## src/rtl/vsync.sv

```systemverilog
// Vertical timing for 640x480@60: line counter, vsync/vblank decode, maze cell-row index.
// Latency: decodes valid the cycle after the i_NewLine edge; optional frame counter under FRAME_CNT_EN.
module vsync #(
  parameter logic [9:0] V_LIMIT      = 10'd480,
  parameter logic [9:0] V_SYNC_START = 10'd490,
  parameter logic [9:0] V_SYNC_END   = 10'd492,
  parameter logic [9:0] V_TOTAL      = 10'd525
) (
  input  logic       Clk,
  input  logic       Rst,
  input  logic       i_NewLine,
  input  logic [5:0] i_PixelSize,
  output logic       vsync_out,
  output logic       vblank,
  output logic [9:0] vPos,
  output logic [5:0] yPos,
  output logic       vDrawDone,
  output logic       frame_start,
  output logic [7:0] o_FrameCnt
);

  logic [9:0] vCnt;
  logic [9:0] nextV;
  logic [5:0] rowCnt;
  logic [5:0] sizeLat;
  logic       lastLine;
  logic       nextBlank;
  logic       wrapStep;

  assign lastLine  = (vCnt == V_TOTAL - 10'd1);
  assign nextV     = lastLine ? 10'd0 : vCnt + 10'd1;
  assign nextBlank = (nextV >= V_LIMIT);
  assign wrapStep  = i_NewLine & lastLine;

  assign vPos      = vCnt;
  assign vblank    = (vCnt >= V_LIMIT);
  assign vsync_out = ~((vCnt >= V_SYNC_START) && (vCnt < V_SYNC_END));
  assign vDrawDone = (vCnt == V_LIMIT - 10'd1);

  always_ff @(posedge Clk or negedge Rst) begin
    if (!Rst) begin
      vCnt        <= 10'd0;
      rowCnt      <= 6'd0;
      yPos        <= 6'd0;
      sizeLat     <= 6'd0;
      frame_start <= 1'b0;
    end else begin
      frame_start <= wrapStep;
      if (i_NewLine) begin
        vCnt <= nextV;
        // Cell size only changes at the frame boundary so a frame never tears.
        if (lastLine)
          sizeLat <= i_PixelSize;
        // The wrap step also clears so row 0 always begins on line 0.
        if (nextBlank || lastLine) begin
          rowCnt <= 6'd0;
          yPos   <= 6'd0;
        end else if (rowCnt == sizeLat) begin
          rowCnt <= 6'd0;
          if (yPos != 6'd63)
            yPos <= yPos + 6'd1;
        end else begin
          rowCnt <= rowCnt + 6'd1;
        end
      end
    end
  end

`ifdef FRAME_CNT_EN
  logic [7:0] frameCnt;

  always_ff @(posedge Clk or negedge Rst) begin
    if (!Rst)
      frameCnt <= 8'd0;
    else if (wrapStep)
      frameCnt <= frameCnt + 8'd1;
  end

  assign o_FrameCnt = frameCnt;
`else
  assign o_FrameCnt = 8'd0;
`endif

endmodule

```

## config.mk

```make
export PLATFORM = sky130hd
export DESIGN_NAME = vsync
export DESIGN_NICKNAME = d
export VERILOG_FILES = /design/src/rtl/vsync.sv
export SDC_FILE = /design/constraint.sdc
export NUM_CORES = 1
export LEC_CHECK = 0
export ABC_AREA = 1
export CORE_UTILIZATION = 55
export DETAILED_ROUTE_END_ITERATION = 8
export GPL_ROUTABILITY_DRIVEN = 0
export GPL_TIMING_DRIVEN = 0
export PLACE_DENSITY = 0.85
export SETUP_SLACK_MARGIN = 0.15
export SLEW_MARGIN = 20
export SYNTH_ARGS = -nofsm -noshare
export SYNTH_HDL_FRONTEND = slang
export SYNTH_SLANG_ARGS = --single-unit
```

## constraint.sdc

```tcl
create_clock -name Clk -period 3.95 [get_ports Clk]
set_input_delay 0.395 -clock Clk [delete_from_list [all_inputs] [get_ports Clk]]
set_output_delay 0.395 -clock Clk [all_outputs]
set_load 0.05 [all_outputs]
```

==> results.md <==
Place:
- The pre-CTS setup slack is 1.774 ns.
- In this run the tool buffered the top-level ports with 28 buffer cells.
- The placed wire-length estimate is around 2.5 mm.

Critical path:
- STA puts the critical path data required time at around 3.6 ns.
- The data arrival time of the worst path is 2.14 ns.
- The maximum fanout count along the critical path is 6.
- The start-to-end type of the worst setup path is reg2out.
- The endpoint type of the worst setup path is an output port.
- The delay of the slowest critical-path stage is ~0.84 ns.
- The worst-path cell with the longest stage delay is clkdlybuf4s50_1.
- The kind of cell with the highest combined delay on the critical path is buffers and inverters.
- The signal on the critical path passes through nand2_1 -> inv_1 -> nand4_1 -> nor3_1 -> clkdlybuf4s50_1.
- For flop-to-flop paths, the worst setup slack is ~2.2 ns.
- The critical path startpoint category is a flop.
- The critical path contains buffers and inverters numbering 2 combined.

Layout:
- The fraction of final layout cells sized beyond drive strength 1 is between 10% and 20%.
- The relative area change from synthesis to final layout is 24.13%.
- The number of filler cells placed in the layout is ~280.
- The number of nets in the layout is about 290.
- The antenna diode instance count is 0.

Run status:
- The run finished with clean final reports.

CTS:
- The tree is rooted in a clkbuf_4.
- The maximum number of buffers from clock root to sink is 2.
- TritonCTS created 5 clock buffers.
- At the later pin of the worst-skew pair, clock insertion delay measures roughly 0.33 ns.
- The H-tree generated during clock tree synthesis spans 2 levels.
- The count of instances resized after the clock tree is built is 0.
- The number of setup buffers added after CTS is 0.
- The clock net in this run drives a total of 29 sinks.
- After clock tree synthesis, the flow added hold-fix buffers numbering 0.
- After clock tree synthesis, the clock-pin slew on the worst setup and hold paths is approximately 0.090 ns.
- TritonCTS built the clock tree.

Route:
- The remaining design rule violation count is 0.
- The routed wire length per instance is between 10 and 15 microns.
- In the routed layout, each cell is associated on average with a via count of approximately 4.8.
- The via count is about 1500.
- Once detail routing completed, the nets flagged for antenna violations numbered 0.
- The total detailed-routing wirelength is approximately 3.4 mm.
- The number of iterations in the first detailed-routing pass is 5.
- In this run, the number of DRC markers left after iteration 0 of detailed routing was 60.

Timing:
- The count of pins over their slew limit is 0.
- The slew at the pin with the worst max-slew slack is between 0.6 and 0.7 ns.
- The post-layout minimum cycle time is around 2.5 ns.
- After layout, the worst setup slack is between 1 and 1.5 ns.
- The count of final hold-check violations is 0.
- The worst path uses approximately 64% of the clock period.
- Setup violations remaining at the end of the flow were counted as 0.
- The post-route clock skew is ~0.0061 ns.
- For this run, the top clock speed supported by timing is 0.3949 GHz.
- Adding up every negative setup slack in the final design gives 0 ns.
- The worst max-slew margin expressed relative to the limit is 58.28%.
- Setup repair after global routing left no endpoint under its margin.

Power and ir drop:
- For this design the ratio of total power to cell area is 612.9 mW/mm^2.
- The reported leakage power is 1.110 nW.
- The maximum ir drop on the vdd rail is between 0.3 and 0.4 mV.

Synth:
- The average size of a mapped cell is about 7.7 sq um.
- By area the synthesized netlist is led by dfrtp_1 41%, nand2_1 15%, xor2_1 6.4%.
- The synthesized design devotes to its leading area cell type 41.05% of total area.
- The number of register bits inferred by synthesis is 29.
- The number of different library cells used by synthesis comes to 28.
- Counting flops with a built-in enable in the synthesized netlist gives 0.
- After synthesis, the share of flip-flops with an asynchronous set or reset is 100.0%.
- Yosys instantiated no cell more often than nand2_1.
- The commonest cells after synthesis are 71 x nand2_1, 29 x dfrtp_1, 24 x inv_1.
- Synthesis handed over a netlist of 230 instances.
- The Yosys step of the flow raised 0 warnings.
- The most used flip-flop cell after synthesis is dfrtp_1.
- The synthesized netlist occupies a cell area of 0.001768 sq mm.
- The share of the Yosys chip area taken by registers is between 40% and 50%.
- The biggest area consumer among synthesized cells is dfrtp_1.

Global route:
- Entering global routing, the biggest net connects 30 pins.
- The number of global-route vias before repair is between 1000 and 1500.
- The all-layer global routing usage is 23.79%.
- After global routing the overflow that remains totals 0.
- The first-pass GRT wire length is 6.016 mm.
- The initial antenna violation count is 0.

Job:
- Across the run, the number of max-cap violations was 0.

Floorplanning:
- The overall die area is 0.003445 sq mm.
- Once the floorplan was initialized, standard cells occupied between 50% and 60% of the core.
- For this design the top-level I/O count stands at 37.
- From left edge to right edge, the die measures 58.70 microns.
- The floorplan step defined a core boundary enclosing 0.003053 sq mm.
- The die span in y is 58.70 microns.
- After floorplanning, the core was divided into 20 placement rows.

Worst hold path:
- The path class of the tightest hold or removal check is in2async.
[power by group]
group	switching, W	total (W)	internal [W]
clock	0.000106	0.000209	0.000103
combinational	0.000418	0.000645	0.000227
sequential	0.000111	0.000491	0.000380
[routing by layer]
metal	global-route usage [%]	wire length, microns	up-vias
li1	-	-	795
met1	29.15	1572	688
met2	38.42	1555	43
met3	7.912	182	8
met4	10.54	63	0
met5	0	0	-
[layout by cell type (no fill, tap or decap), types with 2 or more instances in the layout]
cell             count
o21ai_0              8
xor2_1              13
buf_4                9
ha_1                 4
clkbuf_8             2
nor2_2               3
clkdlybuf4s50_1     27
clkbuf_4             5
o21ai_1              5
nor3_1               3
xnor2_1              2
nand2_2              5
conb_1               8
nor2_4               2
dfrtp_1             29
nand4_1              4
nand3_1             19
nand2_4              2
inv_1               24
nor2_1              16
nand2_1             71
[path summary, 6_finish.rpt]
| path | start | endpoint | depth (start not counted) |
|---|---|---|---|
| worst max-delay path | vPos[7] | vDrawDone | 5 |
| worst min-delay path | Rst | vPos[3] | 1 |
| worst max register to register | vPos[1] | yPos[2] | 12 |
| worst min register to register | sizeLat[5] | sizeLat[5] | 2 |
| max in group asynchronous | Rst | rowCnt[0] | 1 |
| min in group Clk | sizeLat[5] | sizeLat[5] | 2 |
[registers in the layout, summed over array words and instances, names as in the netlist]
register,flops
yPos,6
vPos,10
frame_start,1
rowCnt,6
sizeLat,6
[logic make-up (layout without fill, tap and decap cells)]
| family | Yosys count | in the layout | share of synthesized area [%] |
|---|---|---|---|
| other cells | 1 | 8 | 0.2121 |
| buf+inv | 36 | 72 | 9.553 |
| flops | 29 | 29 | 41.05 |
| xor+xnor | 15 | 15 | 7.431 |
| compound gates | 15 | 15 | 4.459 |
| fa+ha+maj | 4 | 4 | 2.831 |
| simple gates | 130 | 130 | 34.47 |
[metrics by stage]
stage               power [W]  cells  hold slack (ns)  area, sq um  util, %
finish               0.001345    317          0.06478         2195    71.89
global route         0.001440    317           0.1205         2195    71.89
CTS                  0.001353    317          0.08124         2195    71.89
detailed placement   0.001142    309           0.4546         2125    69.59
global placement     0.001125    309           0.4866         2130    69.75
floorplan           0.0009555    237          0.09941         1794        -
[layout make-up]
type                       count  area, sq um  share of cell area, %
clock buffer                   7        65.06                  2.965
buffer                        10        71.32                  3.250
tap                           44        55.05                  2.509
sequential                    29        725.7                  33.07
inverter                      26        97.59                  4.447
timing repair buffer          28        275.3                  12.54
clock inverter                 1        5.005                 0.2281
multi-input combinational    172        899.6                  40.99
Power figures use the tool's default switching activity.
